--- src/rtl/probe_unit_pkg.sv ---
// Shared types and helpers for the L1 probe handler.
// The permission and report encodings match the MetaData/BundleParam definitions.
package probe_unit_pkg;

  typedef enum logic [2:0] {
    S_IDLE,
    S_READ,
    S_RESP,
    S_WB_REQ,
    S_WB_WAIT,
    S_ACK,
    S_WRITE
  } fsm_t;

  localparam int MAX_ADDR_W = 64;
  localparam int MAX_WAYS   = 32;

  localparam logic [1:0] CS_NOTHING = 2'd0;
  localparam logic [1:0] CS_BRANCH  = 2'd1;
  localparam logic [1:0] CS_TRUNK   = 2'd2;
  localparam logic [1:0] CS_DIRTY   = 2'd3;

  localparam logic [1:0] CAP_TO_T = 2'd0;
  localparam logic [1:0] CAP_TO_B = 2'd1;
  localparam logic [1:0] CAP_TO_N = 2'd2;

  localparam logic [2:0] RP_TTOB = 3'd0;
  localparam logic [2:0] RP_TTON = 3'd1;
  localparam logic [2:0] RP_BTON = 3'd2;
  localparam logic [2:0] RP_TTOT = 3'd3;
  localparam logic [2:0] RP_BTOB = 3'd4;
  localparam logic [2:0] RP_NTON = 3'd5;

  typedef struct packed {
    logic       dirty;
    logic [2:0] report;
    logic [1:0] next;
  } prob_result_t;

  function automatic logic [MAX_ADDR_W-1:0] block_align(input logic [MAX_ADDR_W-1:0] addr,
                                                         input int unsigned off_w);
    return addr & ~((64'd1 << off_w) - 64'd1);
  endfunction

  function automatic logic [1:0] way_state(input logic [2*MAX_WAYS-1:0] states,
                                           input int unsigned idx);
    return states[2*idx +: 2];
  endfunction

  // Shrink the current permission to the probe cap; an unknown cap shrinks to Nothing.
  function automatic prob_result_t on_prob(input logic [1:0] cur, input logic [1:0] cap);
    prob_result_t r;
    r = '{1'b0, RP_NTON, CS_NOTHING};
    case (cap)
      CAP_TO_T: begin
        case (cur)
          CS_DIRTY:  r = '{1'b1, RP_TTOT, CS_TRUNK};
          CS_TRUNK:  r = '{1'b0, RP_TTOT, CS_TRUNK};
          CS_BRANCH: r = '{1'b0, RP_BTOB, CS_BRANCH};
          default:   r = '{1'b0, RP_NTON, CS_NOTHING};
        endcase
      end
      CAP_TO_B: begin
        case (cur)
          CS_DIRTY:  r = '{1'b1, RP_TTOB, CS_BRANCH};
          CS_TRUNK:  r = '{1'b0, RP_TTOB, CS_BRANCH};
          CS_BRANCH: r = '{1'b0, RP_BTOB, CS_BRANCH};
          default:   r = '{1'b0, RP_NTON, CS_NOTHING};
        endcase
      end
      default: begin
        case (cur)
          CS_DIRTY:  r = '{1'b1, RP_TTON, CS_NOTHING};
          CS_TRUNK:  r = '{1'b0, RP_TTON, CS_NOTHING};
          CS_BRANCH: r = '{1'b0, RP_BTON, CS_NOTHING};
          default:   r = '{1'b0, RP_NTON, CS_NOTHING};
        endcase
      end
    endcase
    return r;
  endfunction

endpackage

--- src/rtl/probe_unit.sv ---
// TileLink B-channel probe handler: read set metadata, shrink permission, ack or write back, update.
// Optional performance counters are built when PROBE_UNIT_PERF_EN is defined.
module probe_unit
  import probe_unit_pkg::*;
#(
  parameter int ADDR_W = 32,
  parameter int SET_W  = 6,
  parameter int WAYS   = 4,
  parameter int OFF_W  = 6
) (
  input  logic              clock,
  input  logic              reset,
  input  logic              b_valid,
  output logic              b_ready,
  input  logic [1:0]        b_param,
  input  logic [ADDR_W-1:0] b_address,
  input  logic              mshr_block,
  output logic              meta_read_valid,
  input  logic              meta_read_ready,
  output logic [SET_W-1:0]  meta_read_idx,
  input  logic [WAYS-1:0]   meta_resp_hit,
  input  logic [2*WAYS-1:0] meta_resp_state,
  output logic              wb_req_valid,
  input  logic              wb_req_ready,
  output logic [2:0]        wb_req_param,
  output logic [ADDR_W-1:0] wb_req_addr,
  output logic [WAYS-1:0]   wb_req_way,
  input  logic              wb_done,
  output logic              c_valid,
  input  logic              c_ready,
  output logic [2:0]        c_param,
  output logic [ADDR_W-1:0] c_address,
  output logic              meta_write_valid,
  input  logic              meta_write_ready,
  output logic [SET_W-1:0]  meta_write_idx,
  output logic [WAYS-1:0]   meta_write_way,
  output logic [1:0]        meta_write_state,
  output logic              busy
`ifdef PROBE_UNIT_PERF_EN
  ,
  output logic [31:0]       perf_probes,
  output logic [31:0]       perf_dirty
`endif
);

  fsm_t              fsm_reg, fsm_next;
  logic [ADDR_W-1:0] addr_reg;
  logic [1:0]        param_reg;
  logic [WAYS-1:0]   way_reg;
  logic [1:0]        meta_state_reg;
  logic [2:0]        report_reg;
  logic              hit_reg;

  logic [WAYS-1:0]   resp_way;
  logic [1:0]        resp_cur;
  logic              resp_hit;
  prob_result_t      prob;

  // Scan from the top so the lowest-index hit wins if several bits are set.
  always_comb begin
    resp_way = '0;
    resp_cur = CS_NOTHING;
    for (int i = WAYS - 1; i >= 0; i--) begin
      if (meta_resp_hit[i]) begin
        resp_way    = '0;
        resp_way[i] = 1'b1;
        resp_cur    = way_state(64'(meta_resp_state), i);
      end
    end
  end

  assign resp_hit = |meta_resp_hit;
  assign prob     = on_prob(resp_cur, param_reg);

  always_ff @(posedge clock) begin
    if (reset) begin
      fsm_reg        <= S_IDLE;
      addr_reg       <= '0;
      param_reg      <= '0;
      way_reg        <= '0;
      meta_state_reg <= '0;
      report_reg     <= '0;
      hit_reg        <= 1'b0;
    end else begin
      fsm_reg <= fsm_next;
      if (fsm_reg == S_IDLE && b_valid) begin
        addr_reg  <= ADDR_W'(block_align(64'(b_address), OFF_W));
        param_reg <= b_param;
      end
      if (fsm_reg == S_RESP) begin
        report_reg     <= prob.report;
        meta_state_reg <= prob.next;
        way_reg        <= resp_way;
        hit_reg        <= resp_hit;
      end
    end
  end

  always_comb begin
    fsm_next         = fsm_reg;
    b_ready          = 1'b0;
    meta_read_valid  = 1'b0;
    wb_req_valid     = 1'b0;
    c_valid          = 1'b0;
    meta_write_valid = 1'b0;
    case (fsm_reg)
      S_IDLE: begin
        b_ready = !reset;
        if (b_valid) fsm_next = S_READ;
      end
      S_READ: begin
        meta_read_valid = !mshr_block;
        if (!mshr_block && meta_read_ready) fsm_next = S_RESP;
      end
      S_RESP:    fsm_next = prob.dirty ? S_WB_REQ : S_ACK;
      S_WB_REQ: begin
        wb_req_valid = 1'b1;
        if (wb_req_ready) fsm_next = S_WB_WAIT;
      end
      S_WB_WAIT: if (wb_done) fsm_next = S_WRITE;
      S_ACK: begin
        c_valid = 1'b1;
        if (c_ready) fsm_next = hit_reg ? S_WRITE : S_IDLE;
      end
      S_WRITE: begin
        meta_write_valid = 1'b1;
        if (meta_write_ready) fsm_next = S_IDLE;
      end
      default:   fsm_next = S_IDLE;
    endcase
  end

  assign meta_read_idx    = addr_reg[OFF_W +: SET_W];
  assign meta_write_idx   = addr_reg[OFF_W +: SET_W];
  assign wb_req_param     = report_reg;
  assign wb_req_addr      = addr_reg;
  assign wb_req_way       = way_reg;
  assign c_param          = report_reg;
  assign c_address        = addr_reg;
  assign meta_write_way   = way_reg;
  assign meta_write_state = meta_state_reg;
  assign busy             = (fsm_reg != S_IDLE);

`ifdef PROBE_UNIT_PERF_EN
  logic [31:0] perf_probes_reg, perf_dirty_reg;

  always_ff @(posedge clock) begin
    if (reset) begin
      perf_probes_reg <= '0;
      perf_dirty_reg  <= '0;
    end else begin
      if (fsm_reg == S_IDLE && b_valid) perf_probes_reg <= perf_probes_reg + 32'd1;
      if (fsm_reg == S_RESP && prob.dirty) perf_dirty_reg <= perf_dirty_reg + 32'd1;
    end
  end

  assign perf_probes = perf_probes_reg;
  assign perf_dirty  = perf_dirty_reg;
`endif

endmodule

--- config.mk ---
export PLATFORM = sky130hd
export DESIGN_NAME = probe_unit
export DESIGN_NICKNAME = d
export VERILOG_FILES = /design/src/rtl/probe_unit_pkg.sv /design/src/rtl/probe_unit.sv
export SDC_FILE = /design/constraint.sdc
export NUM_CORES = 1
export LEC_CHECK = 0
export CAP_MARGIN = 20
export CORE_ASPECT_RATIO = 1.25
export CORE_MARGIN = 2
export CORE_UTILIZATION = 30
export DETAILED_ROUTE_END_ITERATION = 10
export PLACE_DENSITY_LB_ADDON = 0.25
export SYNTH_ARGS = -nofsm -noshare
export SYNTH_HDL_FRONTEND = slang
export SYNTH_SLANG_ARGS = --single-unit
--- constraint.sdc ---
create_clock -name clock -period 1.67 [get_ports clock]
set_input_delay 0.167 -clock clock [delete_from_list [all_inputs] [get_ports clock]]
set_output_delay 0.167 -clock clock [all_outputs]
set_load 0.05 [all_outputs]
[Yosys cells after proc, flatten, opt, wreduce, memory -nomap -nowiden]
Cells that the tools add are included.
Operators by class
  equal/unequal tests: 16
  mux-type cells: 26
  reductions and logical operators: 9
Operators with widths (count)
  one-hot mux 6 bit (3 select lines): 3
  2-to-1 mux 3 bit: 8
  one-hot mux 3 bit (7 select lines): 1
  2-to-1 mux 4 bit: 4
  != test 2 bit, second input constant: 6
  one-hot mux 6 bit (2 select lines): 1
  equality test 3 bit, second input constant: 3
  2-to-1 mux 2 bit: 4
  equality test 3 x 2 -> 1 bit, second input constant: 2
  AND reduction 6 bit: 1
  2-to-1 mux 1 bit: 5
  equality test 2 x 1 -> 1 bit, second input constant: 2
  equality test 2 bit, second input constant: 2
  OR reduction 4 bit: 1
  equality test 3 x 1 -> 1 bit, second input constant: 1
  zero test 3 bit: 1
  nonzero test 3 bit: 1
  logical AND 1 bit: 2
  zero test 1 bit: 2
  zero test 2 bit: 1
Storage, ports and cells
  bits in registers: 41
  input bits: 55
  logic and storage cells: 58

[Logic depth before layout (Yosys ltp)]
  word-level depth: 9
  mapped depth: 7
  gate-level depth less buffers: 5

[Least setup slack after synthesis]
No wires, ideal clock.
  path type: flip-flop to output port
  start: register fsm_reg[0]
  end: output b_ready
  data arrival time: 1.715 ns
  data required time: 1.503 ns
  slack: -0.212 ns
  cell stages (with the launch flop): 5
  path buffers: 1
  cell sequence: dfxtp_1 > clkbuf_1 > nor3_1 > inv_1 > nor2_1
Between the ends
  word-level cells in the longest chain between the ends: 2
Ends and longest elaborated chain
  start: declaration: RTL line probe_unit.sv:46  | fsm_t fsm_reg, fsm_next;
  start signal: assignment: RTL line probe_unit.sv:85  | fsm_reg <= fsm_next;
  zero test 3 bit: RTL line probe_unit.sv:106  | case (fsm_reg)
  2-to-1 mux 1 bit: RTL line probe_unit.sv:106
  end: declaration: RTL line probe_unit.sv:14  | output logic b_ready,
No other way between the ends.

[Final worst setup path]
  start: register addr_reg[29] (netlist: c_address[29])
  end: output c_address[29]
RTL lines
  start: declaration: RTL line probe_unit.sv:47  | logic [ADDR_W-1:0] addr_reg;
  start signal: assignment: RTL line probe_unit.sv:87  | addr_reg <= ADDR_W'(block_align(64'(b_address), OFF_W));
  end: declaration: RTL line probe_unit.sv:32  | output logic [ADDR_W-1:0] c_address,
No word-level cell between the ends.

==> impl_summary.md <==
Status
The run finished with clean final reports.

Clock network
The maximum clock path buffer count is 2. The clock-pin slew of the registers on the worst-case setup and hold paths is 80 ps. The sink count of the clock tree is 41. The insertion delay of the later-clocked pin in the worst-skew pair is 290 ps. The count of hold buffers inserted by post-cts repair is 0. CTS placed an instance of sky130_fd_sc_hd__clkbuf_8 at the clock tree root. TritonCTS built the clock tree.

CTS built an H-tree with a depth of 2. The clock buffer count from CTS is 5.

Floorplan
The die area is 7920 sq um. The vertical extent of the die is 99.0 um. The row count is 34. The I/O pin total is 153. The core region is 6980 sq um. The floorplan die width is 80.0 um. For this configuration, the core starts out at a cell density of 31.0%.

Logic synthesis
After Yosys synthesis, full adders, half adders and majority gates account for 0% of the synthesized area. After synthesis, the share of cell area in mux cells is 0.924%. The leading cell type by number of instances after synthesis is sky130_fd_sc_hd__nand2_1. After synthesis, the cell types taking the most area are sky130_fd_sc_hd__dfxtp_1 (38%), sky130_fd_sc_hd__buf_4 (20%), sky130_fd_sc_hd__nand2_1 (12%), sky130_fd_sc_hd__a21oi_1 (9.7%), sky130_fd_sc_hd__nor2_1 (2.6%).

The combinational family with the most area after synthesis is buffers and inverters. After Yosys synthesis, XOR and XNOR cells account for 0% of the synthesized area. The cell area that synthesis handed to floorplanning was 2170 sq um.

By count the netlist is led by sky130_fd_sc_hd__nand2_1 (70), sky130_fd_sc_hd__buf_4 (57), sky130_fd_sc_hd__a21oi_1 (42), sky130_fd_sc_hd__dfxtp_1 (41), sky130_fd_sc_hd__nor2_1 (15). The share of synthesized area in the top cell type comes to 37.9%. The number of register bits inferred by synthesis is 41. After synthesis, the share of flip-flops with an asynchronous set or reset is 0%. The synthesized netlist contains 38 unique library cells. The synthesized design contains 0 enable-type register cells. The commonest register cell after synthesis is sky130_fd_sc_hd__dfxtp_1. In this run the mean area of a mapped cell was 7.60 sq um. The number of warnings issued by yosys is 0. Synthesis handed over a netlist of 285 instances. sky130_fd_sc_hd__dfxtp_1 takes more of the synthesized area than any other cell. The synthesized netlist devotes 23.0% of its cell area to simple gates.

The synthesized-area fraction occupied by ao, oa, aoi and oai cells is 14.8%. Sequential elements use 37.9% of the synthesized area.

STA
The worst hold slack is 245 ps. The final setup TNS is 0 ps. The clock period minus worst slack is 1630 ps. Setup violations remaining at the end of the flow were counted as 0. Setup repair after global routing left no endpoint under its margin. The total count of hold-check failures in the final report is 0. The final count of pins violating max slew is 0. For the pin with the worst max-slew slack, the measured transition is 518 ps. The worst pin sits at a relative slew slack of 65.4%.

The post-route fraction of the period consumed by the critical path is 97.5%. Based on the critical path, the design can be clocked at up to 614 MHz. Across the routed clock network, the largest skew measured is 4.80 ps.

Placed design
The detailed-placement wirelength estimate is 4440 um. During placement, the flow inserted port buffers numbering 134. The final weighted congestion of routability-driven global placement is 0.781.

Worst setup path
At the worst endpoint, the required time is 1500 ps. The critical path launch point type is a register. The critical path goes through clkdlybuf4s50_1.

The number of buffers and inverters on the critical path is 1. The startpoint of the worst register-to-register path is fsm_reg[2]. Broken down by cell family, the worst path's largest delay share belongs to buffers and inverters. The worst flop-to-flop path endpoint is fsm_reg[2]. The element type at the critical path end is an output pin. The length in cells of the worst reg-to-reg path is 5. The setup slack of the most critical reg-to-reg path is 230 ps.

Among all stages on the critical path, the largest delay is contributed by sky130_fd_sc_hd__clkdlybuf4s50_1. At the worst endpoint, the arrival time is 1460 ps. The maximum fanout along the worst path is 3.

The peak per-stage delay on the critical path is 810 ps. The worst setup path category is register to output pin.

Hold path
Counting instances, the worst hold path has a depth of 2. The path with the worst hold slack has its endpoint at c_address[27]. The beginning of the worst hold path is reset.

The tightest min-delay check is of the input pin to register type.

Global routing
The aggregate global-route resource usage is 13.5%. The via count of the first global-routing pass was 1,919. The number of antenna violations at the first check in global routing came to 0.

The first global-routing pass estimated 8520 um of wire. The maximum number of pins on one net before global-route repair is 23. The overflow left after global routing is 0.

Route
The via count of the routed design is 2,147. Summed over all layers, the routed wires come to 5800 um. The violation count after the first detailed-routing iteration is 59.

The post-detailed-route count of antenna-violating nets is 0. The mean routed wirelength per cell is 12.3 um. The average via count per standard cell is 4.54. The first TritonRoute pass finished after 4 iterations. The residual DRC count is 0.

Final layout
Cells fill 49.7% of the core in the end. The multi-input combinational cell area is 896 sq um. The number of flip-flops in the largest register is 26. Fill cells in the final layout number 699. 0 antenna diodes ended up in the layout. The footprint of the flip-flops and latches is 825 sq um.

The fraction of layout cells with a size suffix above 1 is 23.0%. The number of nets in the finished design is 437. The growth of design area from synthesis to finish is 60.1%.

Power
The overall power consumption is 4.62 mW. For this design the static power due to leakage is 1.87 nW. The power density over the cells is 1330 nW/um^2. The worst-case IR drop observed on VDD is 0.506 mV.

Run
The max-capacitance violation count is 0.
routing by layer:
layer	vias up	global-route usage [%]	wire [um]
li1	1056	-	-
met1	987	15.3	2240
met2	98	24.2	2920
met3	6	3.39	567
met4	0	4.30	63
met5	-	0	0
logic make-up (layout without fill, tap and decap cells):
group | count (synthesis) | in the layout
DFF | 41 | 41
other | 1 | 12
muxes | 2 | 2
AOI/OAI and AO/OA | 55 | 55
buffers and inverters | 74 | 161
and+or+nand+nor | 112 | 112
placed cells by master, fill, tap and decap left out, drive strengths merged, types with 2 or more instances in the layout:
| master | netlist | layout |
|---|---|---|
| nor3b | 2 | 2 |
| nand2 | 70 | 70 |
| a211o | 2 | 2 |
| mux2i | 2 | 2 |
| conb | 1 | 12 |
| a21oi | 43 | 43 |
| nor2 | 15 | 15 |
| buf | 61 | 67 |
| inv | 2 | 2 |
| o21ai | 2 | 2 |
| dfxtp | 41 | 41 |
| clkdlybuf4s50 | 0 | 53 |
| dlymetal6s2s | 0 | 31 |
| or2 | 2 | 2 |
| nand3 | 5 | 5 |
| nand3b | 5 | 5 |
| nor3 | 5 | 5 |
| clkbuf | 11 | 6 |
how the worst max path moves through the flow:
stage | startpoint | endpoint | depth (start not counted)
after floorplan | fsm_reg[0] | b_ready | 4
after global placement | meta_resp_hit[0] | fsm_reg[2] | 6
after detailed placement | meta_resp_hit[0] | fsm_reg[2] | 6
after CTS | c_address[18] | wb_req_addr[18] | 1
after global routing | c_address[30] | c_address[30] | 1
final | c_address[29] | c_address[29] | 1
power by group:
part	switching (mW)	internal, mW
Sequential	0.154	1.13
Clock	0.350	0.486
Combinational	1.65	0.854
Total	2.15	2.47
final cells by class:
type / instances / area share (%)
tap: 90 / 3.25
multi-input combinational: 181 / 25.8
sequential: 41 / 23.8
inverter: 2 / 0.217
timing repair buffer: 151 / 43.4
clock buffer: 6 / 2.38
clock inverter: 2 / 1.08
per-stage QoR:
stage / cell area (sq um) / setup WS, ps / instances
4_1_cts: 3380 / 9.42 / 473
2_1_floorplan: 2210 / 14.7 / 296
5_1_grt: 3470 / 0.0454 / 473
6_report: 3470 / 41.4 / 473
3_5_place_dp: 3260 / -213 / 465
3_3_place_gp: 3260 / -186 / 465
repair_timing:
item | in CTS | in global routing
resized for setup | 0 | 35
endpoints found under the hold margin | 0 | 0
setup buffers | 0 | 0
endpoints found under the setup margin | 0 | 35
(Power assumes the default switching activity.)
